**src/rtl/fifo_pkg.sv**
```systemverilog
// fifo_pkg: shared definitions for the single-clock and dual-clock FIFOs.
//   fifo_cnt_w(depth)   : bits needed to count 0..depth words
//   fifo_ptr_w(entries) : bits needed to address an array of 'entries' words
//   fifo_status_t       : status bundle {level, free, almost_full, almost_empty}
//                         sized for the widest FIFO in the datapath so both FIFO
//                         flavours can share one status port type.
package fifo_pkg;

  localparam int unsigned FIFO_STATUS_CW = 16;

  typedef struct packed {
    logic [FIFO_STATUS_CW-1:0] level;
    logic [FIFO_STATUS_CW-1:0] free;
    logic                      almost_full;
    logic                      almost_empty;
  } fifo_status_t;

  function automatic int unsigned fifo_cnt_w(input int unsigned depth);
    return $clog2(depth + 1);
  endfunction

  function automatic int unsigned fifo_ptr_w(input int unsigned entries);
    return (entries > 1) ? $clog2(entries) : 1;
  endfunction

endpackage

```
**src/rtl/fifo_sync_ram.sv**
```systemverilog
// fifo_sync_ram: ENTRIES x WIDTH register array backing the single-clock FIFO.
//   clk_i   : write clock
//   we_i    : write enable
//   waddr_i : write address (0..ENTRIES-1)
//   wdata_i : write data
//   raddr_i : read address (0..ENTRIES-1)
//   rdata_o : asynchronous read data at raddr_i
// Contents are not reset; the FIFO never presents a word it has not written.
module fifo_sync_ram #(
  parameter int unsigned WIDTH   = 8,
  parameter int unsigned ENTRIES = 11,
  parameter int unsigned AW      = 4
) (
  input  logic             clk_i,
  input  logic             we_i,
  input  logic [AW-1:0]    waddr_i,
  input  logic [WIDTH-1:0] wdata_i,
  input  logic [AW-1:0]    raddr_i,
  output logic [WIDTH-1:0] rdata_o
);

  logic [WIDTH-1:0] mem_q [ENTRIES];

  always_ff @(posedge clk_i) begin
    if (we_i) begin
      mem_q[waddr_i] <= wdata_i;
    end
  end

  assign rdata_o = mem_q[raddr_i];

endmodule

```
**src/rtl/fifo_sync_fwft.sv**
```systemverilog
// fifo_sync_fwft: single-clock first-word-fall-through FIFO, valid/ready on both
// sides, arbitrary depth (output register counts toward DEPTH).
//   clk          : clock, rising edge
//   resetn       : asynchronous active-low reset
//   flush        : synchronous discard of all contents (highest priority)
//   in_valid     : producer has a word        in_ready  : FIFO accepts this cycle
//   in_data      : write data
//   out_valid    : out_data holds head word   out_ready : consumer takes head
//   out_data     : head word, straight from a flop
//   level / free : words held / DEPTH - level
//   almost_full  : level >= AF_LEVEL          almost_empty : level <= AE_LEVEL
module fifo_sync_fwft
  import fifo_pkg::*;
#(
  parameter int unsigned WIDTH    = 8,
  parameter int unsigned DEPTH    = 12,
  parameter int unsigned ABITS    = fifo_cnt_w(DEPTH),
  parameter int unsigned AF_LEVEL = DEPTH - 2,
  parameter int unsigned AE_LEVEL = 2
) (
  input  logic             clk,
  input  logic             resetn,
  input  logic             flush,
  input  logic             in_valid,
  output logic             in_ready,
  input  logic [WIDTH-1:0] in_data,
  output logic             out_valid,
  input  logic             out_ready,
  output logic [WIDTH-1:0] out_data,
  output logic [ABITS-1:0] level,
  output logic [ABITS-1:0] free,
  output logic             almost_full,
  output logic             almost_empty
);

  localparam logic [ABITS-1:0] DEPTH_L = ABITS'(DEPTH);

  logic             head_valid_q, head_valid_d;
  logic [WIDTH-1:0] head_q, head_d;
  logic [ABITS-1:0] level_q, level_d;

  logic             wr_fire;
  logic             rd_fire;
  logic             head_load;
  logic             arr_empty;
  logic             arr_pop;
  logic             bypass;
  logic             arr_we;
  logic [WIDTH-1:0] arr_rdata;

  // Ready depends only on registered level and flush, so a full FIFO never
  // accepts a word on the strength of a concurrent read.
  assign in_ready  = (level_q != DEPTH_L) & ~flush;
  assign wr_fire   = in_valid & in_ready;
  assign rd_fire   = head_valid_q & out_ready;

  // The head refills whenever it is empty or being consumed. An empty head
  // implies an empty array, so the array holds exactly level - head_valid words.
  assign head_load = ~head_valid_q | rd_fire;
  assign arr_empty = (level_q == ABITS'(head_valid_q));
  assign arr_pop   = head_load & ~arr_empty & ~flush;
  assign bypass    = head_load & arr_empty & wr_fire;
  assign arr_we    = wr_fire & ~bypass;

  always_comb begin
    head_d       = head_q;
    head_valid_d = head_valid_q;
    if (flush) begin
      head_valid_d = 1'b0;
    end else if (head_load) begin
      if (!arr_empty) begin
        head_d       = arr_rdata;
        head_valid_d = 1'b1;
      end else if (wr_fire) begin
        head_d       = in_data;
        head_valid_d = 1'b1;
      end else begin
        head_valid_d = 1'b0;
      end
    end
  end

  always_comb begin
    level_d = level_q;
    if (flush) begin
      level_d = '0;
    end else begin
      case ({wr_fire, rd_fire})
        2'b10:   level_d = level_q + 1'b1;
        2'b01:   level_d = level_q - 1'b1;
        default: level_d = level_q;
      endcase
    end
  end

  always_ff @(posedge clk or negedge resetn) begin
    if (!resetn) begin
      head_valid_q <= 1'b0;
      head_q       <= '0;
      level_q      <= '0;
    end else begin
      head_valid_q <= head_valid_d;
      head_q       <= head_d;
      level_q      <= level_d;
    end
  end

  generate
    if (DEPTH > 2) begin : g_ram
      localparam int unsigned ENTRIES = DEPTH - 1;
      localparam int unsigned PW      = fifo_ptr_w(ENTRIES);
      localparam logic [PW-1:0] LAST  = PW'(ENTRIES - 1);

      logic [PW-1:0] wr_ptr_q, wr_ptr_d;
      logic [PW-1:0] rd_ptr_q, rd_ptr_d;

      // Wrap by explicit compare: ENTRIES need not be a power of two.
      always_comb begin
        wr_ptr_d = wr_ptr_q;
        rd_ptr_d = rd_ptr_q;
        if (flush) begin
          wr_ptr_d = '0;
          rd_ptr_d = '0;
        end else begin
          if (arr_we) begin
            wr_ptr_d = (wr_ptr_q == LAST) ? '0 : wr_ptr_q + 1'b1;
          end
          if (arr_pop) begin
            rd_ptr_d = (rd_ptr_q == LAST) ? '0 : rd_ptr_q + 1'b1;
          end
        end
      end

      always_ff @(posedge clk or negedge resetn) begin
        if (!resetn) begin
          wr_ptr_q <= '0;
          rd_ptr_q <= '0;
        end else begin
          wr_ptr_q <= wr_ptr_d;
          rd_ptr_q <= rd_ptr_d;
        end
      end

      fifo_sync_ram #(
        .WIDTH   (WIDTH),
        .ENTRIES (ENTRIES),
        .AW      (PW)
      ) u_ram (
        .clk_i   (clk),
        .we_i    (arr_we),
        .waddr_i (wr_ptr_q),
        .wdata_i (in_data),
        .raddr_i (rd_ptr_q),
        .rdata_o (arr_rdata)
      );
    end else begin : g_skid
      // One array slot: a skid register, no pointers. arr_pop needs no action
      // because a stale skid word is never read while the array is empty.
      logic [WIDTH-1:0] skid_q;
      logic             skid_pop_unused;

      assign skid_pop_unused = arr_pop;

      always_ff @(posedge clk) begin
        if (arr_we) begin
          skid_q <= in_data;
        end
      end

      assign arr_rdata = skid_q;
    end
  endgenerate

  assign out_valid    = head_valid_q;
  assign out_data     = head_q;
  assign level        = level_q;
  assign free         = DEPTH_L - level_q;
  assign almost_full  = (32'(level_q) >= AF_LEVEL);
  assign almost_empty = (32'(level_q) <= AE_LEVEL);

endmodule
```
**config.mk**
```make
export PLATFORM = sky130hd
export DESIGN_NAME = fifo_sync_fwft
export DESIGN_NICKNAME = d
export VERILOG_FILES = /design/src/rtl/fifo_pkg.sv /design/src/rtl/fifo_sync_ram.sv /design/src/rtl/fifo_sync_fwft.sv
export SDC_FILE = /design/constraint.sdc
export NUM_CORES = 1
export LEC_CHECK = 0
export CAP_MARGIN = 5
export CORE_ASPECT_RATIO = 1.4
export CORE_UTILIZATION = 55
export DETAILED_ROUTE_END_ITERATION = 10
export PLACE_DENSITY = 0.75
export SYNTH_ARGS = -nofsm -noshare
export SYNTH_HDL_FRONTEND = slang
export SYNTH_SLANG_ARGS = --single-unit
```
**constraint.sdc**
```tcl
create_clock -name clk -period 7.7 [get_ports clk]
set_clock_uncertainty 0.05 [all_clocks]
set_input_delay 1.54 -clock clk [delete_from_list [all_inputs] [get_ports clk]]
set_output_delay 1.54 -clock clk [all_outputs]
set_load 0.03 [all_outputs]
```
---- Word-level counts from Yosys, hierarchy flattened ----
Memories as Yosys holds them, arrays and structs flattened.
Cells that the tools add are included.
operators by class
  $lt $le $gt $ge ......................... 2
  div/mod/pow operators ................... 0
  multipliers ............................. 0
  shifts and indexed selects .............. 0
  mux-type cells .......................... 16
  equality and inequality tests ........... 7
  add/subtract/negate cells ............... 5
  bitwise logic cells ..................... 13
  reductions and logical operators ........ 5
operators by type and width
  operator               count
  $mux W4                7
  $mux W8                2
  $add A4 B1 Y4 const B  3
  $and A1 B1 Y1          8
  $eq A4 B4 Y1 const B   2
  $pmux W4 S2            1
  $mux W1                6
  $reduce_bool A2 Y1     3
  $eq A4 B1 Y1           1
  $ge A4 B4 Y1 const B   1
  $le A4 B2 Y1 const B   1
  $ne A4 B4 Y1 const B   1
  $not A1 Y1             4
  $sub A4 B1 Y4 const B  1
  $sub A4 B4 Y4 const A  1
  $reduce_and A3 Y1      1
  $reduce_bool A3 Y1     1
  $eq A2 B1 Y1 const B   1
  $eq A2 B2 Y1 const B   1
  $ne A2 B2 Y1 const B   1
  $or A1 B1 Y1           1
storage, ports and cells
  memories ................................ 1
  word-level logic and storage cells ...... 54
  bits in read-only memories .............. 0
  output and inout port bits .............. 20
  bits of input ports ..................... 13
  memory bits (writable) .................. 88
  bits in latches ......................... 0
  register bits ........................... 21
memories
  memory             depth  width  read ports  clocked after memory_dff  wr ports  RTL line             text
  g_ram.u_ram.mem_q  11     8      1           0                         1         fifo_sync_ram.sv:22  logic [WIDTH-1:0] mem_q [ENTRIES];

---- Logic depth before layout (Yosys ltp) ----
Gate-level depths: netlist of the first run.
  depth after elaboration ................. 8
  gate-level depth with buffers ........... 10
  gate-level depth less buffers ........... 9

---- Hierarchy ----
From an unflattened synthesis of the first run, not the netlist that was laid out.
unflattened totals
  cells, all modules ...................... 328
  area total of the unflattened synthesis .. 4,958.5 um^2
modules (own cells, without submodules)
  module          area each (um^2)  seq. area each (um^2)  instances  cells each
  fifo_sync_ram   3,567.2           2,642.5                1          200
  fifo_sync_fwft  1,391.3           525.5                  1          128

---- Least setup slack after synthesis of the first run ----
Ideal clock, no wire load.
  path kind ............................... input -> register
  from .................................... in flush
  to ...................................... mem g_ram.u_ram.mem_q[0][0], enable pin
  arrival ................................. 3,081 ps
  cell stages on the path ................. 4
  required time ........................... 7,267 ps
  library setup time ...................... 383 ps
  slack ................................... 4,185 ps
  path buffers ............................ 0
  path through ............................ a31oi_4 -> o311ai_4 -> or3_1 -> nor3_1
on the way
  cells in the longest elaborated chain, start to end .. 8
ends and longest elaborated chain
  item                               RTL line              text
  start, declared                    fifo_sync_fwft.sv:23  input logic flush,
  $not A1 Y1 (no source line) (*)    n/a
  $and A1 B1 Y1 (*)                  fifo_sync_fwft.sv:53  assign in_ready = (level_q != DEPTH_L) & ~flush;
  $and A1 B1 Y1 (*)                  fifo_sync_fwft.sv:54  assign wr_fire = in_valid & in_ready;
  $and A1 B1 Y1                      fifo_sync_fwft.sv:62  assign bypass = head_load & arr_empty & wr_fire;
  $not A1 Y1                         fifo_sync_fwft.sv:63  assign arr_we = wr_fire & ~bypass;
  $and A1 B1 Y1 (*)                  fifo_sync_fwft.sv:63
  $mux W1 (*)                        fifo_sync_ram.sv:25   if (we_i) begin
  $mux W1 (not written as such) (*)  fifo_sync_ram.sv:26   mem_q[waddr_i] <= wdata_i;
  end, declared                      fifo_sync_ram.sv:22
Mark *: on every way between the ends. The rest lies on a longest branch, timed or not.

---- Worst setup path after layout of the first run ----
  from .................................... in flush
  to ...................................... out in_ready
on the way
  cells in the longest elaborated chain, start to end .. 2
ends and longest elaborated chain
  item                         RTL line              text
  $not A1 Y1 (no source line)  n/a
  $and A1 B1 Y1                fifo_sync_fwft.sv:53
  end, declared                fifo_sync_fwft.sv:25  output logic in_ready,
No other way between the ends.

==> flow_metrics.py, run 1 <==
metrics = {
    "die": {
        "die_h_um": 112.5,
        "initial_core_util_pct": 57.80,
        "die_w_um": 80.91,
        "floorplan.rows": 39,
        "dieArea_sq_um": 9100,
        "core_sq_um": 8295,
        "ios": 33,
    },
    "critical_path": {
        "crit_slowest_cell": "clkdlybuf4s50_1",
        "max_stage_delay_ns": 0.86,
        "cp_common_cell": "clkdlybuf4s50_1",
        "start_kind": "primary input",
        "cp_max_fo": 24,
        "arrival_ns": 3.60,
        "path_buf_inv": 2,
        "crit_chain": "clkdlybuf4s50_1 -> a31oi_4 -> clkdlybuf4s50_1",
        "worstPathRequired_ns": 6.11,
        "worstSetupPathType": "primary input to output port",
        "worstSetupEndpointType": "output port",
        "path_delay_family": "buffers and inverters",
    },
    "timing": {
        "fin_crit_ns": 5.192,
        "drv_slew": 0,
        "slew_headroom_pct": 19.70,
        "max_freq_mhz": 192.6,
        "hold_violations": 0,
        "setup_viol": 0,
        "rsz0062_at_grt": "no",
        "timing.final.crit_share_pct": 67.42,
        "worst_pin_slew_ns": 1.195,
        "setup_tns_ns": 0,
        "finalWorstSetupSlack_ns": 2.508,
    },
    "power": {
        "ir_drop_uv": 177.4,
        "clkPwrFrac_pct": 29.6,
        "power_frac_comb_pct": 26.7,
        "seqPwrFrac_pct": 43.7,
        "p_leak_nw": 1.840,
        "swShare_pct": 29.84,
        "p_int_w": 0.001143,
        "p_per_area_nw_per_um2": 298.2,
        "p_sw_w": 0.0004863,
    },
    "placement": {
        "numPortBuffers": 32,
        "place_congestion": 0.8471,
        "dpl.hpwl_um": 6023,
        "place_ws_ns": 2.535,
        "dpl.cell_count": 419,
    },
    "yosys": {
        "yosys-top-cells-count": "88 x edfxtp_1, 21 x dfrtp_1, 18 x nor2_1",
        "synth_top_area_share_pct": 55.11,
        "synth_most_common_cell": "edfxtp_1",
        "ys_warn_count": 0,
        "synth_top_family_by_area": "multiplexers",
        "muxShareOfSynthArea_pct": 11.98,
        "ys_ff_latch": 109,
        "synthTopCellsByArea": "edfxtp_1 55%, dfrtp_1 11%, mux4_2 7.5%",
        "synth_xor_xnor_area_share_pct": 0.9134,
        "netlist_area_sq_um": 4795,
        "yosysUniqueCellTypes": 44,
        "synth_top_area_cell": "edfxtp_1",
        "syn_area_per_cell_sq_um": 15.82,
        "synth-seq-area-share_pct": 66.08,
        "async_reset_ff_share_pct": 19.27,
        "synth_edf_count": 88,
        "synth_compound_area_share_pct": 9.864,
        "synth_cells": 303,
        "ys.flop_type": "edfxtp_1",
        "synthSimpleGateAreaFrac_pct": 7.072,
        "syn-num-nets": 321,
        "synth-adder-area-share_pct": 1.305,
    },
    "layout": {
        "antenna_cells": 0,
        "area_delta_synth_final_pct": 13.99,
        "instances_no_fill": 435,
        "nFillCells": 587,
        "nets": 346,
        "layout-drive-gt1-share_pct": 15.62,
    },
    "run": {
        "maxCapViolations": 0,
    },
    "grt": {
        "grt_use_met2_pct": 35.24,
        "track_usage_pct": 22.96,
        "grt_pass1_vias": 2669,
        "use_met1_pct": 32.05,
        "antenna_found_initial": 0,
        "met3_usage_pct": 3.821,
        "grt_max_degree": 37,
        "grt_most_used_layer": "met2",
        "overflow": 0,
        "grt_first_pass_wirelength_um": 14860,
    },
    "clock_network": {
        "ctsResizeCount": 0,
        "cts_sinks": 109,
        "cts_buffers": 9,
        "clk_pin_slew_worst_paths_ns": 0.07,
        "cts_root_buf": "clkbuf_16",
        "htree_levels": 3,
        "ctsHoldBuffers": 0,
        "clock_path_buffers": 2,
        "post_cts_buffers": 0,
        "insertion_delay_ns": 0.34,
        "cts_tree": "built",
    },
    "routing": {
        "drt-pass1-iter-count": 5,
        "ant_nets": 0,
        "drc": 0,
        "vias": 2666,
        "routed_via_density": 6.129,
        "wire_per_inst_um": 21.36,
        "drt-total-wl_um": 9291,
        "drt_iter0_markers": 189,
    },
    "min_path": {
        "hold_path_class": "flip-flop to flip-flop",
    },
    "status": {
        "status": "finished clean",
    },
}
## per-layer routing
layer	part of all wire, %	routed length, um
met5	0	0
met4	1.9	172
met3	4.1	383
met2	51	4696
met1	43	4039
## placed cells by master, fill, tap and decap left out, types with 2 or more instances in the layout
cell | Yosys | final
or3_1 | 2 | 2
nor3_1 | 7 | 7
o2bb2ai_1 | 9 | 9
o211ai_1 | 9 | 9
mux4_2 | 16 | 16
clkbuf_8 | 0 | 2
and3_1 | 2 | 2
clkbuf_16 | 0 | 9
nand2b_1 | 16 | 16
buf_4 | 2 | 2
o211a_1 | 8 | 8
nand3b_1 | 2 | 2
clkdlybuf4s50_1 | 0 | 32
xnor2_1 | 2 | 2
a21oi_1 | 4 | 4
inv_1 | 6 | 6
a22oi_1 | 2 | 2
nor2b_1 | 5 | 5
nand2_1 | 4 | 4
dfrtp_1 | 21 | 21
mux2_2 | 11 | 11
edfxtp_1 | 88 | 88
ha_1 | 5 | 5
o21ai_0 | 16 | 16
xor2_1 | 3 | 3
or3_4 | 2 | 2
o21bai_1 | 2 | 2
mux2i_1 | 9 | 9
nor2_1 | 18 | 18
## worst paths after layout
check / endpoint / start / slack [ns] / depth (start not counted)
max: in_ready / flush / 2.51 / 3
min: out_data[4]$_DFFE_PN0P_ / out_data[4]$_DFFE_PN0P_ / 0.44 / 1
max reg2reg: g_ram.u_ram.mem_q[0][0]$_DFFE_PP_ / level[0]$_DFFE_PN0P_ / 4.59 / 6
min reg2reg: out_data[4]$_DFFE_PN0P_ / out_data[4]$_DFFE_PN0P_ / 0.44 / 1
max in group asynchronous: out_data[7]$_DFFE_PN0P_ / resetn / 5.33 / 1
min in group asynchronous: out_data[6]$_DFFE_PN0P_ / resetn / 1.68 / 1
## per-stage QoR
stage	instance area (sq um)	hold slack, ns	total power (W)	utilization, %
4_1_cts	5465	0.4459	0.001644	65.88
6_report	5465	0.4435	0.001629	65.88
2_1_floorplan	4795	0.5105	0.001028	-
3_3_place_gp	5146	0.4269	0.001156	62.04
3_5_place_dp	5146	0.4261	0.001163	62.04
5_1_grt	5465	0.4609	0.001697	65.88
## area by class of cell
| type | instances | area, sq um | area share, % |
|---|---|---|---|
| Sequential cell | 109 | 3168 | 57.97 |
| Multi-Input combinational cell | 168 | 1493 | 27.31 |
| Timing Repair Buffer | 34 | 335.3 | 6.136 |
| Clock buffer | 11 | 252.7 | 4.625 |
| Tap cell | 102 | 127.6 | 2.335 |
| Clock inverter | 5 | 66.31 | 1.213 |
| Inverter | 6 | 22.52 | 0.4121 |
## power by group through the flow
stage               Sequential, W  Clock, W  Combinational (W)
finish                   0.000712  0.000482           0.000435
global route             0.000716  0.000513           0.000468
CTS                      0.000712  0.000491           0.000441
detailed placement       0.000724         0           0.000439
global placement         0.000724         0           0.000432
floorplan                0.000756         0           0.000272
## logic make-up (layout without fill, tap and decap cells)
logic type | count (synthesis) | count (layout)
xor gates and xnor gates | 5 | 5
AOI/OAI and AO/OA | 60 | 60
muxes | 36 | 36
buffers and inverters | 26 | 56
adders and majority gates | 5 | 5
and+or+nand+nor | 62 | 62
DFF | 109 | 109
## registers in the layout, indices dropped and copies added, names as in the netlist
register	count
level	4
g_ram.wr_ptr_q	4
g_ram.u_ram.mem_q	88
g_ram.rd_ptr_q	4
out_valid	1
out_data	8
(Power assumes the default switching activity.)
==> run 2, diff against run 1 <==
--- a/config.mk
+++ b/config.mk
@@ -7,9 +7,9 @@
 export LEC_CHECK = 0
 export CAP_MARGIN = 5
 export CORE_ASPECT_RATIO = 1.4
-export CORE_UTILIZATION = 55
+export CORE_UTILIZATION = 53
 export DETAILED_ROUTE_END_ITERATION = 10
-export PLACE_DENSITY = 0.75
+export PLACE_DENSITY = 0.76
 export SYNTH_ARGS = -nofsm -noshare
 export SYNTH_HDL_FRONTEND = slang
 export SYNTH_SLANG_ARGS = --single-unit
==> constraint.sdc (replaced) <==
create_clock -name clk -period 4.3 [get_ports clk]
set_clock_uncertainty 0.05 [all_clocks]
set_input_delay 0.86 -clock clk [delete_from_list [all_inputs] [get_ports clk]]
set_output_delay 0.86 -clock clk [all_outputs]
set_load 0.03 [all_outputs]
==> run 2 against run 1 <==
  * Non-clock buffer count increased by 4
  * Worst hold slack gained 0.0096 ns
  * Sequential cell count unchanged
  * Critical path type is now flip-flop to output port
  * Largest cell class unchanged
  * Die area up 3.7%
  * Setup slack worse by 1.4 ns
  * Count of clock-buffer cells in the layout fell by 1
  * Register-to-register slack got worse by 3.3 ns
  * Sequential power rose by 88%
  * Largest power group unchanged
  * Power rose by 74%
  * Final cell count up 1.6%
==> flow_metrics.py, run 2 (synthesis gave the netlist of run 1 again) <==
metrics = {
    "grt": {
        "track_usage_pct": 21.69,
        "overflow": 0,
        "grt_max_degree": 31,
        "grt_first_pass_wirelength_um": 14230,
        "grt_pass1_vias": 2741,
        "antenna_found_initial": 0,
    },
    "timing": {
        "setup_tns_ns": 0,
        "setup_viol": 0,
        "max_freq_mhz": 311.5,
        "worst_pin_slew_ns": 1.209,
        "rsz0062_at_grt": "no",
        "drv_slew": 0,
        "slew_headroom_pct": 19.40,
        "finalWorstSetupSlack_ns": 1.090,
        "timing.final.crit_share_pct": 74.65,
        "hold_violations": 0,
        "fin_crit_ns": 3.210,
    },
    "clock_network": {
        "htree_levels": 3,
        "cts_buffers": 9,
        "ctsHoldBuffers": 0,
        "clock_path_buffers": 2,
        "insertion_delay_ns": 0.35,
        "post_cts_buffers": 0,
        "clk_pin_slew_worst_paths_ns": 0.07,
        "cts_tree": "built",
        "cts_sinks": 109,
        "ctsResizeCount": 0,
        "cts_root_buf": "clkbuf_16",
    },
    "routing": {
        "ant_nets": 0,
        "wire_per_inst_um": 20.20,
        "vias": 2650,
        "drt-total-wl_um": 8928,
        "drc": 0,
        "drt-pass1-iter-count": 4,
        "drt_iter0_markers": 245,
        "routed_via_density": 5.995,
    },
    "placement": {
        "dpl.hpwl_um": 6082,
        "place_area_sq_um": 5180,
        "place_ws_ns": 0.9545,
        "numPortBuffers": 32,
        "place_congestion": 0.7855,
    },
    "power": {
        "p_leak_nw": 1.841,
        "ir_drop_uv": 273.5,
        "p_per_area_nw_per_um2": 518.6,
    },
    "critical_path": {
        "worstPathRequired_ns": 3.39,
        "crit_slowest_cell": "clkdlybuf4s50_1",
        "path_delay_family": "buffers and inverters",
        "arrival_ns": 2.30,
        "worstSetupPathType": "flip-flop to output port",
        "cp_max_fo": 12,
        "start_kind": "flip-flop",
        "crit_chain": "inv_1 -> ha_1 -> a31oi_4 -> clkdlybuf4s50_1",
        "path_buf_inv": 2,
        "max_stage_delay_ns": 0.71,
        "worstSetupEndpointType": "output port",
    },
    "layout": {
        "nets": 350,
        "most-common-layout-cells": "88 x edfxtp_1, 32 x clkdlybuf4s50_1, 21 x dfrtp_1",
        "final_area_sq_um": 5455,
        "largest-register": "g_ram.u_ram.mem_q",
        "antenna_cells": 0,
        "area_delta_synth_final_pct": 13.78,
        "largest_register_ffs": 88,
        "final_common_cell": "edfxtp_1",
        "layout-drive-gt1-share_pct": 16.32,
    },
    "die": {
        "core_sq_um": 8658,
        "die_w_um": 82.39,
        "floorplan.rows": 40,
        "ios": 33,
        "dieArea_sq_um": 9436,
        "die_h_um": 114.5,
        "initial_core_util_pct": 55.38,
    },
    "run": {
        "maxCapViolations": 0,
    },
    "status": {
        "status": "finished clean",
    },
    "min_path": {
        "hold_path_class": "flip-flop to flip-flop",
    },
}
-- run 2: cell count changes in the layout (fill, tap and decap cells not counted), sizes merged --
cell    change
bufinv      -1
clkinv      +2
buf         +4
clkbuf      -1
-- run 2: final timing paths --
check | start | to | slack (ns) | depth (start not counted)
min in group asynchronous | resetn | level[0]$_DFFE_PN0P_ | 1.03 | 1
max in group asynchronous | resetn | g_ram.wr_ptr_q[1]$_DFFE_PN0P_ | 2.52 | 1
setup / recovery | level[1]$_DFFE_PN0P_ | in_ready | 1.09 | 4
hold / removal | out_data[0]$_DFFE_PN0P_ | out_data[0]$_DFFE_PN0P_ | 0.45 | 1
hold reg to reg | out_data[0]$_DFFE_PN0P_ | out_data[0]$_DFFE_PN0P_ | 0.45 | 1
setup reg to reg | level[1]$_DFFE_PN0P_ | g_ram.u_ram.mem_q[8][4]$_DFFE_PP_ | 1.29 | 6
-- run 2: where the power goes --
group	leakage (nW)	total, W	switching (W)	internal (W)
clock network	0.135	0.000769	0.000371	0.000398
registers	1.06	0.00134	0.000134	0.00121
logic	0.641	0.000720	0.000362	0.000358
-- run 2: per-layer routing --
metal / wire length (um) / track usage (%) / vias to the layer above
li1: - / - / 1230
met1: 3483 / 25.53 / 1319
met2: 4861 / 37.41 / 82
met3: 344 / 4.303 / 19
met4: 238 / 10.06 / 0
met5: 0 / 0 / -
-- run 2: stage by stage --
| stage | utilization, % | power [W] | instances | hold slack, ns |
|---|---|---|---|---|
| 2_1_floorplan | - | 0.001841 | 303 | 0.5105 |
| 3_3_place_gp | 59.83 | 0.002070 | 426 | 0.4327 |
| 3_5_place_dp | 59.83 | 0.002081 | 426 | 0.4271 |
| 4_1_cts | 63.01 | 0.002844 | 442 | 0.4551 |
| 5_1_grt | 63.01 | 0.002964 | 442 | 0.4782 |
| 6_report | 63.01 | 0.002829 | 442 | 0.4531 |
-- run 2: final cells by class --
type | instances | area (sq um)
fillers | 626 | 3203
flip-flops and latches | 109 | 3168
multi-input cells | 168 | 1493
repair buffers | 38 | 365.4
clock buffers | 10 | 229.0
well taps | 105 | 131.4
clock inverters | 6 | 46.29
inverters | 6 | 22.52
==> variant 1: new RTL, settings of run 2 <==
Register the output `level` once more, with the module's reset; this adds one clock of latency there. The other outputs are not delayed to match. Comments in the files are not updated.
--- a/src/rtl/fifo_sync_fwft.sv
+++ b/src/rtl/fifo_sync_fwft.sv
@@ -174,5 +174,11 @@
   assign out_valid    = head_valid_q;
   assign out_data     = head_q;
-  assign level        = level_q;
+  always_ff @(posedge clk or negedge resetn) begin
+    if (!resetn) begin
+      level <= '0;
+    end else begin
+      level <= level_q;
+    end
+  end
   assign free         = DEPTH_L - level_q;
   assign almost_full  = (32'(level_q) >= AF_LEVEL);
Formal check against the unedited RTL: not equivalent (Yosys sat finds a counterexample within 4 cycles, from zero or initial values and one cycle with resetn low).
==> variant 1 against run 2 <==
  * Worst setup slack worse by 43 ps
  * Total power is 19% higher
  * Highest routed layer unchanged
  * Utilization increased by 4.2 points
  * Cell area up 7.3%
  * Routed wire length increased by 16%
  * Die area rose by 1.1%
  * Largest power group unchanged
  * Sequential cell count rose by 4
  * Fmax shrank 1.3%
  * Combinational power rose by 5.7%
  * Area after synthesis is 1.1% higher
  * Count of clock-buffer cells in the layout up 9
==> variant 1: results (changes against run 2) <==
| Metric | Value |
|---|---|
| Placer congestion estimate | 0.815 (+3.7%) |
| Synth top area cells | edfxtp_1 55%, dfrtp_1 13%, mux4_2 7.4% |
| DP HPWL | 6720 um (+11%) |
| # diodes | 0 (unchanged) |
| WL final | 10400 um (+16%) |
| Clk Latency, worst-skew pair | 410 ps (+60 ps) |
| Count leader, synth | edfxtp_1 |
| Ys Warns | 0 (unchanged) |
| Global-route wire length before repair | 16700 um (+17%) |
| Xor and xnor area share after synthesis | 0.723% (-0.19 points) |
| Clock-pin transition on the worst setup and hold timing paths | 50 ps (-20 ps) |
| Compound-Gate Fraction of Synth Area | 9.50% (-0.37 points) |
| Buffers added on ports | 32 (unchanged) |
| CORE AREA | 8710 sq um (+0.58%) |
| Postcts setup bufs | 0 (unchanged) |
| Synth cell types | 50 (+14%) |
| Tot GR Track Use | 24.3% (+2.6 points) |
| Layout cells sized above 1 | 20.9% (+4.6 points) |
| Largest reg by FF count | g_ram.u_ram.mem_q |
| Post-CTS resize count | 0 (unchanged) |
| Relative slew slack | 28.6% (+9.2 points) |
| Max FO, Critical Path | 12 (unchanged) |
| First-pass iteration count of the detailed router | 5 (+1) |
| Dpl ws | 912 ps (-42.4 ps) |
| Post-synth net total | 325 (+1.2%) |
| Root Driver | clkbuf_16 |
| Peak supply drop | 352 uV (+29%) |
| Final net count | 369 (+5.4%) |
| Inserted Clock Buffers | 17 (+8) |
| Initial antenna violation count | 0 (unchanged) |
| Worst hold path type | reg2reg |
| Post-synth top cells | 88 x edfxtp_1, 25 x dfrtp_1, 25 x nand2_1 |
| Layout fillers | 596 (-4.8%) |
| Vias/cell | 6.20 (+3.5%) |
| Number of flip-flops in the largest register | 88 (unchanged) |
| Average cell area after synthesis | 15.8 sq um (-0.22%) |
| Largest net degree at the start of global routing | 35 (+13%) |
| Area share of fa/ha/maj cells after synthesis | 1.29% (-0.014 points) |
| Post-synth EDFFs | 88 (unchanged) |
| Post-synthesis sequential area ratio | 67.4% (+1.3 points) |
| H-Tree Level Count | 4 (+1) |
| Ys async rst share | 22.1% (+2.9 points) |
| Post-synthesis mux area share | 11.6% (-0.34 points) |
| CP arrival | 2340 ps (+40 ps) |
| Vias in the first global route | 2987 (+9.0%) |
| Outcome | finished clean |
| Final std cells w/o fill | 468 (+5.9%) |
| CTS max path bufs | 2 (unchanged) |
| Dpl cells | 437 (+2.6%) |
| P_leak | 2.02 nW (+9.6%) |
| DRT iter0 DRCs | 249 (+1.6%) |
| Placed Area | 5300 sq um (+2.3%) |
[variant 1: per-layer routing]
metal / routed length, um / GRT usage (%)
met5: 0 / 0
met4: 318 / 13.6
met3: 572 / 6.46
met2: 5660 / 41.6
met1: 3830 / 28.0
[variant 1: through the flow]
| step | hold WS, ps | utilization (%) |
|---|---|---|
| after floorplan | 299 | - |
| after global placement | 442 | 60.9 |
| after detailed placement | 440 | 60.9 |
| after CTS | 464 | 67.2 |
| after global routing | 479 | 67.2 |
| final | 462 | 67.2 |
[variant 1: worst max-delay path, cell delays in order (launching register included)]
cell             delay (ps)
dfrtp_1                 570
inv_1                   140
ha_1                    290
a31oi_4                 240
clkdlybuf4s50_1         700
[variant 1: power breakdown]
group | internal, mW | switching [mW] | leakage [nW] | total (mW)
Clock | 0.838 | 0.466 | 0.265 | 1.30
Combinational | 0.323 | 0.438 | 0.632 | 0.761
Sequential | 1.25 | 0.0609 | 1.12 | 1.31
Total | 2.41 | 0.965 | 2.02 | 3.38
[variant 1: final cells by class]
type	instances	area (sq um)	area share (%)
clock buffer	19	433	7.40
clock inverter	12	119	2.03
inverter	9	33.8	0.577
multi-input combinational	167	1470	25.0
sequential	113	3270	55.8
tap	105	131	2.24
timing repair buffer	43	403	6.88
[variant 1: cells by family after synthesis]
family	Yosys count
AO/OA/AOI/OAI	56
XOR/XNOR	4
adder cells (fa/ha/maj)	5
buffers and inverters	27
flip-flops	113
multiplexers	36
AND/OR/NAND/NOR	66
[variant 1: worst paths after layout]
check	from	end	slack, ps	cells past startpoint
max	level_q[0]	in_ready	1050	4
min	out_data[3]	out_data[3]	460	2
max reg2reg	level_q[0]	g_ram.u_ram.mem_q[6][6]	1180	6
min reg2reg	out_data[3]	out_data[3]	460	2
max in group asynchronous	resetn	level_q[3]	3140	2
min in group asynchronous	resetn	level_q[0]	790	2
==> variant 2: new RTL, settings of run 2 <==
Without the edit above. `WIDTH` is set to 8 in 2 places; all go to 9.
--- a/src/rtl/fifo_sync_ram.sv
+++ b/src/rtl/fifo_sync_ram.sv
@@ -8,5 +8,5 @@
 // Contents are not reset; the FIFO never presents a word it has not written.
 module fifo_sync_ram #(
-  parameter int unsigned WIDTH   = 8,
+  parameter int unsigned WIDTH   = 9,
   parameter int unsigned ENTRIES = 11,
   parameter int unsigned AW      = 4
--- a/src/rtl/fifo_sync_fwft.sv
+++ b/src/rtl/fifo_sync_fwft.sv
@@ -13,5 +13,5 @@
   import fifo_pkg::*;
 #(
-  parameter int unsigned WIDTH    = 8,
+  parameter int unsigned WIDTH    = 9,
   parameter int unsigned DEPTH    = 12,
   parameter int unsigned ABITS    = fifo_cnt_w(DEPTH),
Interface: changed (resized in_data and out_data); port bits go from 33 to 35. The function was not compared with the original's and may differ.
==> variant 2 against run 2 <==
  * Sequential cell count increased by 12
  * Clock power up 72%
  * Highest routed layer unchanged
  * Routed wire length grew 11%
  * Sequential power up 7%
  * Worst setup slack worse by 120 ps
  * Total power increased by 25%
  * Cell area grew 16%
  * Die area grew 9.4%
  * Area after synthesis increased by 9.6%
  * Combinational power up 8.6%
  * First-iteration DRC count is 31% lower
==> variant 2: results (changes against run 2) <==
| Metric | Value |
|---|---|
| Worst Setup SP | level[0] |
| Post-synthesis sequential area ratio | 67.1% (+0.99 points) |
| Final std cells w/o fill | 516 (+17%) |
| Post-synth net total | 343 (+6.9%) |
| Register-to-register setup slack | 1270 ps (-20 ps) |
| Comb. pwr | 0.782 mW (+8.6%) |
| Hold Startpoint | g_ram.u_ram.mem_q[10][5] |
| Peak supply drop | 337 uV (+23%) |
| RR Endpoint | g_ram.u_ram.mem_q[7][2] |
| H-Tree Level Count | 4 (+1) |
| CORE AREA | 9560 sq um (+10%) |
| Clk Latency, worst-skew pair | 420 ps (+70 ps) |
| Ys async rst share | 18.2% (-1.1 points) |
| WHS Endpoint | out_data[5] |
| Post-synth top cells | 99 x edfxtp_1, 30 x nor2_1, 22 x dfrtp_1 |
| Synth top area cells | edfxtp_1 57%, dfrtp_1 10%, mux4_2 7.7% |
| Global-route wire length before repair | 16300 um (+15%) |
| Outcome | finished clean |
| Dpl ws | 992 ps (+37.8 ps) |
| Placed Area | 5770 sq um (+11%) |
| Vias | 2923 (+10%) |
| Synth cell types | 48 (+9.1%) |
| Dpl cells | 484 (+14%) |
| Tot GR Track Use | 22.0% (+0.33 points) |
| Cells after Synth | 324 (+6.9%) |
| Slew @ Worst Pin | 1060 ps (-152 ps) |
| Flop+latch power | 1.43 mW (+7%) |
| DRT iter0 DRCs | 169 (-31%) |
| Internal Power | 2.51 mW (+28%) |
| Final net count | 390 (+11%) |
| Largest net degree at the start of global routing | 24 (-23%) |
| WL final | 9950 um (+11%) |
variant 2: cell types whose count changed in the layout (fill, tap and decap cells not counted), moves of 9 or more:
cell,delta
mux2i_1,+10
nor2_1,+12
o211ai_1,-9
nand2b_1,-12
o2bb2ai_1,-9
edfxtp_1,+11
a2111o_1,+10
variant 2: worst register-to-register path: cells and delay by family (launching register included):
family,cells,cell delay [ps]
AOI/OAI and AO/OA,1,260
buffers and inverters,1,160
DFF,1,610
adders and majority gates,1,260
and+or+nand+nor,3,1320
variant 2: final cells by class:
cell class                      instances  area [sq um]  area share, %
Clock buffer                           18           429           6.79
Clock inverter                         14           125           1.98
Inverter                                7          26.3          0.416
Multi-Input combinational cell        179          1630           25.8
Sequential cell                       121          3520           55.7
Tap cell                              132           165           2.61
Timing Repair Buffer                   45           423           6.69
variant 2: routing by layer:
metal	global-route usage [%]	vias to the layer above	wire length, um
met5	0	-	0
met4	11.0	0	179
met3	6.05	16	377
met2	34.9	70	5060
met1	27.8	1473	4330
li1	-	1364	-
variant 2: how the worst max path moves through the flow:
stage	end	slack [ps]
floorplan	g_ram.u_ram.mem_q[0][0]	1040
global placement	g_ram.u_ram.mem_q[7][3]	1070
detailed placement	g_ram.u_ram.mem_q[6][3]	990
CTS	in_ready	940
global route	in_ready	810
finish	in_ready	970
variant 2: logic make-up (layout without fill, tap and decap cells):
family          after synthesis  count (layout)  share of synthesized area [%]
flops                       121             121                           67.1
compound gates               42              42                           7.00
xor+xnor                      5               5                          0.977
buf+inv                      24              84                           2.36
mux                          49              49                           13.9
fa+ha+maj                     5               5                           1.19
simple gates                 78              78                           7.50
